$ cat config.mk
export PLATFORM = sky130hd
export DESIGN_NAME = uart_rx
export DESIGN_NICKNAME = d
export VERILOG_FILES = /design/src/rtl/uart_pkg.sv /design/src/rtl/uart_rx_sync.sv /design/src/rtl/uart_rx.sv
export SDC_FILE = /design/constraint.sdc
export NUM_CORES = 1
export LEC_CHECK = 0
export ABC_AREA = 1
export CAP_MARGIN = 20
export CORE_UTILIZATION = 35
export DETAILED_ROUTE_END_ITERATION = 6
export DONT_BUFFER_PORTS = 1
export PLACE_DENSITY = 0.55
export SYNTH_ARGS = -nofsm -noshare
export SYNTH_HDL_FRONTEND = slang
export SYNTH_SLANG_ARGS = --single-unit
$ cat constraint.sdc
create_clock -name clk_i -period 2.2 [get_ports clk_i]
set_input_delay 0.11 -clock clk_i [delete_from_list [all_inputs] [get_ports clk_i]]
set_output_delay 0.11 -clock clk_i [all_outputs]
set_load 0.1 [all_outputs]
$ cat src/rtl/uart_pkg.sv
// Shared UART definitions for the receiver and transmitter.
//   uart_state_e    : receiver FSM state encoding (3 bits)
//   uart_bit_cycles : clocks per serial bit for a given clock/baud pair
//   uart_parity     : parity bit value; sel=1 -> XOR of data, sel=0 -> XNOR
package uart_pkg;

  typedef enum logic [2:0] {
    ST_IDLE   = 3'd0,
    ST_START  = 3'd1,
    ST_DATA   = 3'd2,
    ST_PARITY = 3'd3,
    ST_STOP   = 3'd4,
    ST_BREAK  = 3'd5
  } uart_state_e;

  localparam int unsigned UART_DATA_BITS = 8;

  function automatic int unsigned uart_bit_cycles(input int unsigned clk_hz,
                                                  input int unsigned baud);
    return (clk_hz / baud) + 1;
  endfunction

  function automatic logic uart_parity(input logic [7:0] data, input logic sel);
    return sel ? ^data : ~^data;
  endfunction

endpackage

$ cat src/rtl/uart_rx_sync.sv
// Two-flop synchronizer for the asynchronous serial line.
//   clk_i   : clock
//   rst_n_i : asynchronous active-low reset (flops reset to 1 = idle line)
//   d_i     : asynchronous input
//   q_o     : synchronized output, 2-cycle latency
module uart_rx_sync (
  input  logic clk_i,
  input  logic rst_n_i,
  input  logic d_i,
  output logic q_o
);

  logic [1:0] sync_q;

  always_ff @(posedge clk_i or negedge rst_n_i) begin
    if (!rst_n_i) sync_q <= '1;
    else          sync_q <= {sync_q[0], d_i};
  end

  assign q_o = sync_q[1];

endmodule

$ cat src/rtl/uart_rx.sv
// UART receiver: 8 data bits LSB first, optional parity, 1 or 2 stop bits.
//   clk_i, rst_n_i       : clock, asynchronous active-low reset
//   rx_i                 : serial line (asynchronous, idles high)
//   parity_en_i          : expect a parity bit after the data bits
//   parity_sel_i         : parity = sel ? ^data : ~^data
//   stop_sel_i           : 0 = one stop bit, 1 = two stop bits
//   data_o               : last received byte
//   data_valid_o         : one-cycle pulse when data_o / error flags update
//   parity_err_o         : parity mismatch on the last frame
//   frame_err_o          : a stop bit was sampled low on the last frame
//   busy_o               : frame reception in progress
// Build option: define UART_RX_MAJORITY_EN for 2-of-3 majority sampling
// around each bit centre (decision one cycle later).
module uart_rx
  import uart_pkg::*;
#(
  parameter int unsigned p_clk_speed_hz = 50_000_000,
  parameter int unsigned p_baud_rate    = 9_600
) (
  input  logic       clk_i,
  input  logic       rst_n_i,
  input  logic       rx_i,
  input  logic       parity_en_i,
  input  logic       parity_sel_i,
  input  logic       stop_sel_i,
  output logic [7:0] data_o,
  output logic       data_valid_o,
  output logic       parity_err_o,
  output logic       frame_err_o,
  output logic       busy_o
);

  localparam int unsigned BIT_CYC  = uart_bit_cycles(p_clk_speed_hz, p_baud_rate);
  localparam int unsigned HALF_CYC = BIT_CYC / 2;
  localparam int unsigned CW       = $clog2(BIT_CYC) + 1;
`ifdef UART_RX_MAJORITY_EN
  localparam int unsigned MAJ_OFS  = 1;
`else
  localparam int unsigned MAJ_OFS  = 0;
`endif
  // Only the start decision carries the majority offset; the counter is
  // cleared there, so every later BIT_CYC-1 decision lands at centre+1 too.
  localparam logic [CW-1:0] START_DEC = CW'(HALF_CYC + MAJ_OFS);
  localparam logic [CW-1:0] BIT_DEC   = CW'(BIT_CYC - 1);

  uart_state_e state_q, state_d;
  logic        rxs, rx_bit;
  logic [CW-1:0] cnt_q;
  logic [2:0]  bit_cnt_q;
  logic [7:0]  shift_q;
  logic        par_en_q, par_sel_q, two_stop_q, stop_cnt_q;
  logic        perr_q, ferr_q;
  logic        start_dec, bit_dec, last_stop;

  uart_rx_sync u_sync (
    .clk_i   (clk_i),
    .rst_n_i (rst_n_i),
    .d_i     (rx_i),
    .q_o     (rxs)
  );

`ifdef UART_RX_MAJORITY_EN
  // rx_hist[0] = sample at centre, rx_hist[1] = centre-1, rxs = centre+1
  logic [1:0] rx_hist;
  always_ff @(posedge clk_i or negedge rst_n_i) begin
    if (!rst_n_i) rx_hist <= '1;
    else          rx_hist <= {rx_hist[0], rxs};
  end
  assign rx_bit = (rxs & rx_hist[0]) | (rxs & rx_hist[1]) | (rx_hist[0] & rx_hist[1]);
`else
  assign rx_bit = rxs;
`endif

  assign start_dec = (cnt_q == START_DEC);
  assign bit_dec   = (cnt_q == BIT_DEC);
  assign last_stop = !two_stop_q || stop_cnt_q;
  assign busy_o    = (state_q != ST_IDLE);

  always_ff @(posedge clk_i or negedge rst_n_i) begin
    if (!rst_n_i) state_q <= ST_IDLE;
    else          state_q <= state_d;
  end

  always_comb begin
    state_d = state_q;
    unique case (state_q)
      ST_IDLE:   if (!rxs) state_d = ST_START;
      ST_START:  if (start_dec) state_d = rx_bit ? ST_IDLE : ST_DATA;
      ST_DATA:   if (bit_dec && bit_cnt_q == 3'(UART_DATA_BITS - 1))
                   state_d = par_en_q ? ST_PARITY : ST_STOP;
      ST_PARITY: if (bit_dec) state_d = ST_STOP;
      ST_STOP:   if (bit_dec && last_stop) state_d = rx_bit ? ST_IDLE : ST_BREAK;
      ST_BREAK:  if (rxs) state_d = ST_IDLE;
      default:   state_d = ST_IDLE;
    endcase
  end

  always_ff @(posedge clk_i or negedge rst_n_i) begin
    if (!rst_n_i) begin
      cnt_q        <= '0;
      bit_cnt_q    <= '0;
      shift_q      <= '0;
      par_en_q     <= 1'b0;
      par_sel_q    <= 1'b0;
      two_stop_q   <= 1'b0;
      stop_cnt_q   <= 1'b0;
      perr_q       <= 1'b0;
      ferr_q       <= 1'b0;
      data_o       <= '0;
      data_valid_o <= 1'b0;
      parity_err_o <= 1'b0;
      frame_err_o  <= 1'b0;
    end else begin
      cnt_q        <= cnt_q + CW'(1);
      data_valid_o <= 1'b0;
      unique case (state_q)
        ST_IDLE: begin
          cnt_q      <= '0;
          bit_cnt_q  <= '0;
          stop_cnt_q <= 1'b0;
          perr_q     <= 1'b0;
          ferr_q     <= 1'b0;
          par_en_q   <= parity_en_i;
          par_sel_q  <= parity_sel_i;
          two_stop_q <= stop_sel_i;
        end
        ST_START: if (start_dec) cnt_q <= '0;
        ST_DATA: if (bit_dec) begin
          shift_q[bit_cnt_q] <= rx_bit;
          bit_cnt_q          <= bit_cnt_q + 3'd1;
          cnt_q              <= '0;
        end
        ST_PARITY: if (bit_dec) begin
          perr_q <= (rx_bit != uart_parity(shift_q, par_sel_q));
          cnt_q  <= '0;
        end
        ST_STOP: if (bit_dec) begin
          ferr_q     <= ferr_q | ~rx_bit;
          stop_cnt_q <= 1'b1;
          cnt_q      <= '0;
          if (last_stop) begin
            data_o       <= shift_q;
            parity_err_o <= perr_q;
            frame_err_o  <= ferr_q | ~rx_bit;
            data_valid_o <= 1'b1;
          end
        end
        ST_BREAK: cnt_q <= '0;
        default:  cnt_q <= '0;
      endcase
    end
  end

endmodule

After elaboration in Yosys (flattened, before gate mapping) --
Cells that the tools add are included.
Word-level totals: bits in registers 47, bits in latches 0, memory bits (writable) 0, bits in read-only memories 0, input port bits 6, output and inout bits 12, logic and storage cells 85, memories 0
Operators by class: add/subtract/negate cells 2, $mul 0, divide/modulo/power cells 0, order comparisons 2, eq/ne operators 17, shift operators 0, multiplexer cells 28, bitwise gates (word level) 2, reductions and logical operators 19
Operator list (number):
- $mux W14 | 2
- $pmux W14 S2 | 1
- $mux W3 | 9
- $pmux W3 S6 | 1
- $add A14 B1 Y14 const B | 1
- $eq A14 B12 Y1 const B | 1
- $eq A14 B13 Y1 const B | 1
- $ne A2 B2 Y1 const B | 7
- $eq A3 B3 Y1 const B | 3
- $bwmux W8 | 1
- $mux W1 | 8
- $reduce_and A2 Y1 | 4
- $reduce_xnor A8 Y1 | 1
- $reduce_xor A8 Y1 | 1
- $eq A3 B2 Y1 const B | 2
- $pmux W1 S2 | 3
- $pmux W3 S2 | 1
- $reduce_and A6 Y1 | 1
- $reduce_bool A2 Y1 | 3
- $lt A3 B4 Y1 const B | 1
- $add A3 B1 Y3 const B | 1
- $demux W1 S3 | 1
- $eq A3 B1 Y1 const B | 1
- $ge A3 B1 Y1 const B | 1
- other kinds (12) | 14

Depth between registers and ports, before layout --
depth after elaboration 5, depth in mapped cells 11, gate-level depth less buffers 11

Modules after synthesis --
Synthesis repeated with hierarchy kept, for this count alone.
Second synthesis, totals: cell total of the unflattened synthesis 317, area, all modules 2527.4 um^2
Modules (own cells, without submodules):
- uart_rx | instances 1, cells each 315, area an instance 2474.9 um^2, seq. area each 1126.1 um^2
- uart_rx_sync | instances 1, cells each 2, area an instance 52.6 um^2, seq. area each 52.6 um^2

Worst setup path after synthesis --
OpenSTA, ideal clock, no wires.
path kind reg-to-reg, start point register state_q[0], end point register bit_cnt_q[1], setup time 0.128 ns, arrival 1.593 ns, required time 2.072 ns, setup slack 0.479 ns, cell stages (with the launch flop) 6, path buffers 0, clock period less this slack 1.721 ns, cells stage by stage dfrtp_1 > nor3_2 > inv_1 > o21ai_2 > nand3_1 > o21ai_0
On the way: longest elaborated chain between the ends 3, elaborated cells between the ends (all ways) 6, those cells by class eq/ne: 2; mux: 1; reduce/logical: 3
RTL lines:
- from (decl) | RTL line uart_rx.sv:46 | uart_state_e state_q, state_d;
- from (signal assigned) | RTL line uart_rx.sv:81 | else state_q <= state_d;
- $eq A3 B2 Y1 / $logic_not A3 Y1 (equally long branches) | RTL line uart_rx.sv:116 | unique case (state_q)
- $ne A2 B2 Y1 (no line) / $reduce_bool A2 Y1 (equally long branches)
- $reduce_and A2 Y1 (no line)
- to (signal assigned) | RTL line uart_rx.sv:130 | bit_cnt_q <= bit_cnt_q + 3'd1;
- to (decl) | RTL line uart_rx.sv:49 | logic [2:0] bit_cnt_q;
Parallel ways exist; a longest one is shown, timed or not. A chain may end at the register's enable or synchronous reset.

Final worst setup path --
start point register state_q[0], end point output port busy_o
On the way: longest elaborated chain between the ends 1
RTL lines:
- $reduce_bool A3 Y1 | RTL line uart_rx.sv:77 | assign busy_o = (state_q != ST_IDLE);
- to (decl) | RTL line uart_rx.sv:30 | output logic busy_o
No other way between the ends.

==> impl_metrics.tcl <==
set metrics [dict create \
    avgSynthCellArea_um2 7.978 \
    maxCapViolations 0 \
    drt-pass1-iter-count 4 \
    drc 0 \
    peakVddDrop_uv 192.3 \
    timing.rr.start "cnt_q[0]$_DFF_PN0_" \
    cts_resized 0 \
    dpl-instance-area_um2 2769 \
    synth_xor_area_share_pct 4.743 \
    ff2ff_setup_slack_ns 0.50 \
    cp-end-kind "output pin" \
    status "completed" \
    layout_common_cells "nand2_1, dfrtp_1, inv_1, nor2_1, nand3_1" \
    synthSimpleGateAreaFrac_pct 32.53 \
    synth_edf_count 0 \
    synthAdderAreaFrac_pct 1.936 \
    yosys_register_bits 47 \
    n_antenna_cell 0 \
    synthCells 324 \
    hold_viol_final 0 \
    fin_hold_ws_ns 0.3085 \
    dieArea_um2 7733 \
    initial_core_util_pct 37.03 \
    netlist_area_um2 2585 \
    cts_max_path_buffers 2 \
    cts.sinks 47 \
    fin_nets 355 \
    fmaxAchievable_mhz 542.1 \
    synth-compound-area-share_pct 8.567 \
    cts_tree "done" \
    final_area_um2 2950 \
    synth_top_family_by_area "simple AND/OR/NAND/NOR gates" \
    routabilityCongestion 0.7858 \
    die_h_um 87.94 \
    slowest_stage "dfrtp_1" \
    hp-class "primary input to asynchronous set/reset pin" \
    synth_seq_area_share_pct 45.60 \
    htreeDepth 2 \
    ys_types 32 \
    pre_cts_ws_ns 0.5095 \
    fin_setup_tns_ns 0 \
    worst_slack_ns 0.3552 \
    globalRouteMet2Util_pct 23.26 \
    grt_usage_pct 16.04 \
    final.setup_skew_ns 0.003475 \
    p_per_area_nw_per_um2 510.5 \
    grtUsageMet3_pct 3.205 \
    drive_above_1_share_pct 14.16 \
    period_share_pct 83.86 \
    crit_family "buffers and inverters" \
    critPathMaxFanout 7 \
    wl_um 5240 \
    clock_latency_ns 0.30 \
    fillers 730 \
    chipWidth_um 87.94 \
    slew_headroom_pct 42.71 \
    rsz0062_at_grt "false" \
    drtIter0Drc 111 \
    worstPathArrival_ns 1.73 \
    muxShareOfSynthArea_pct 0 \
    grt_pass1_vias 2014 \
    overflow 0 \
    cts_made_buffers 5 \
    numPortBuffers 0 \
    cp_cell_sequence "nor3_2 -> inv_1 -> buf_4" \
    clk_pin_slew_ns 0.09 \
    reg2reg_depth 11 \
    period_minus_slack_ns 1.845 \
    grt_use_met1_pct 23.36 \
    slowest_delay_ns 0.47 \
    multi_input_area_um2 1235 \
    syn_nets 334 \
    worstSetupStartpointType "register" \
    syn_to_final_growth_pct 14.13 \
    synth_warnings 0 \
    hpwl_um 3832 \
    top_usage_layer "met1" \
    worstSetupPathType "register to output pin" \
    num_rows 30 \
    grt_pass1_wl_um 9556 \
    wire_per_inst_um 11.86 \
    avgViaCountPerCell 4.629 \
    synth_ff_type "dfrtp_1" \
    regToRegEndpoint "state_q[0]$_DFFE_PN0P_" \
    antenna_found_initial 0 \
    critPathRequiredTime_ns 2.09 \
    ant_nets 0 \
    p_leak_nw 1.444 \
    finalSetupViolCount 0 \
    seqCellArea_um2 1179 \
    layout_commonest_cell "nand2_1" \
    root_buffer "clkbuf_8" \
    io_pins 18 \
    via_count 2046 \
    core_um2 6982 \
    grt_max_degree 48 \
    worst-path-buf-inv 2 \
    tightestPinTransition_ns 0.8599 \
    async_flop_share_pct 100.0 \
    maxSlewViolCount 0 \
]
## layout make-up
type | instances | share of cell area [%]
clock inverter | 1 | 0.2545
timing repair buffer | 18 | 5.683
clock buffer | 7 | 3.265
tap | 96 | 4.071
sequential | 47 | 39.95
inverter | 38 | 4.919
multi-input combinational | 235 | 41.86
## cells by family (layout without fill, tap and decap cells)
| family | count (synthesis) | in the layout |
|---|---|---|
| AOI/OAI and AO/OA | 34 | 34 |
| buffers and inverters | 42 | 64 |
| adders and majority gates | 4 | 4 |
| and+or+nand+nor | 183 | 183 |
| xor gates and xnor gates | 14 | 14 |
| DFF | 47 | 47 |
## report_power, final
part / switching (mW) / internal (mW)
Sequential: 0.00556 / 0.869
Clock: 0.295 / 0.286
Combinational: 0.0315 / 0.0186
## registers in the layout (all words and copies together), names as in the netlist, 2 cells and up
name	count
shift_q	8
u_sync.sync_q	2
cnt_q	14
state_q	3
data_o	8
bit_cnt_q	3
## through the flow
stage               power (mW)  utilization [%]  std cells
CTS                      1.534            42.26        442
detailed placement      0.9123            39.66        428
global route             1.581            42.26        442
floorplan               0.9061                -        324
finish                   1.506            42.26        442
global placement        0.9123            39.66        428
## worst register-to-register path: stages (launching register included)
cell and delay, ns:
dfrtp_1 0.42, inv_1 0.07, ha_1 0.21, nand2_1 0.07
nor2_1 0.09, nand2_1 0.09, nor2_4 0.22, nor2_1 0.10
nor2_4 0.15, nand2_2 0.08, nand2_1 0.06, nand2_1 0.05
## layer usage
| metal | vias to the layer above | wire, um |
|---|---|---|
| met5 | - | 0 |
| li1 | 1069 | - |
| met4 | 0 | 96 |
| met1 | 943 | 2737 |
| met2 | 25 | 2253 |
| met3 | 9 | 152 |
## cells in the mapped netlist (2+ instances only)
| master | instances | area (um2) |
|---|---|---|
| xor2_1 | 10 | 87.58 |
| nor3_2 | 2 | 20.02 |
| o21ai_0 | 14 | 70.07 |
| nand2_2 | 2 | 12.51 |
| ha_1 | 4 | 50.05 |
| o21ai_1 | 4 | 20.02 |
| a21oi_1 | 5 | 25.02 |
| nand2_1 | 97 | 364.1 |
| nor2_2 | 3 | 18.77 |
| o211ai_1 | 2 | 15.01 |
| dfrtp_1 | 45 | 1126 |
| buf_2 | 3 | 15.01 |
| o21ai_2 | 6 | 52.55 |
| nor3b_2 | 2 | 25.02 |
| inv_1 | 34 | 127.6 |
| nor2_1 | 31 | 116.4 |
| xnor2_1 | 4 | 35.03 |
| nor3_1 | 7 | 35.03 |
| dfstp_2 | 2 | 52.55 |
| nand3_1 | 27 | 135.1 |
| inv_2 | 2 | 7.510 |
| nand4_1 | 6 | 37.54 |
| nor2_4 | 3 | 33.78 |
## worst max path at each step
stage	from	endpoint	slack (ns)	depth (start not counted)
global placement	cnt_q[0]$_DFF_PN0_	state_q[0]$_DFFE_PN0P_	0.52	11
floorplan	state_q[0]$_DFFE_PN0P_	bit_cnt_q[1]$_DFFE_PN0P_	0.48	5
global route	state_q[1]$_DFFE_PN0P_	busy_o	0.24	3
finish	state_q[0]$_DFFE_PN0P_	busy_o	0.36	3
detailed placement	cnt_q[0]$_DFF_PN0_	cnt_q[10]$_DFF_PN0_	0.51	8
CTS	state_q[0]$_DFFE_PN0P_	busy_o	0.32	3
## repair_timing
item                      in CTS  in global routing
hold endpoints to repair      51                  0
buffers inserted               0                  0
hold buffers                   6                  0
Note: power is estimated with default switching activity, not from simulation.
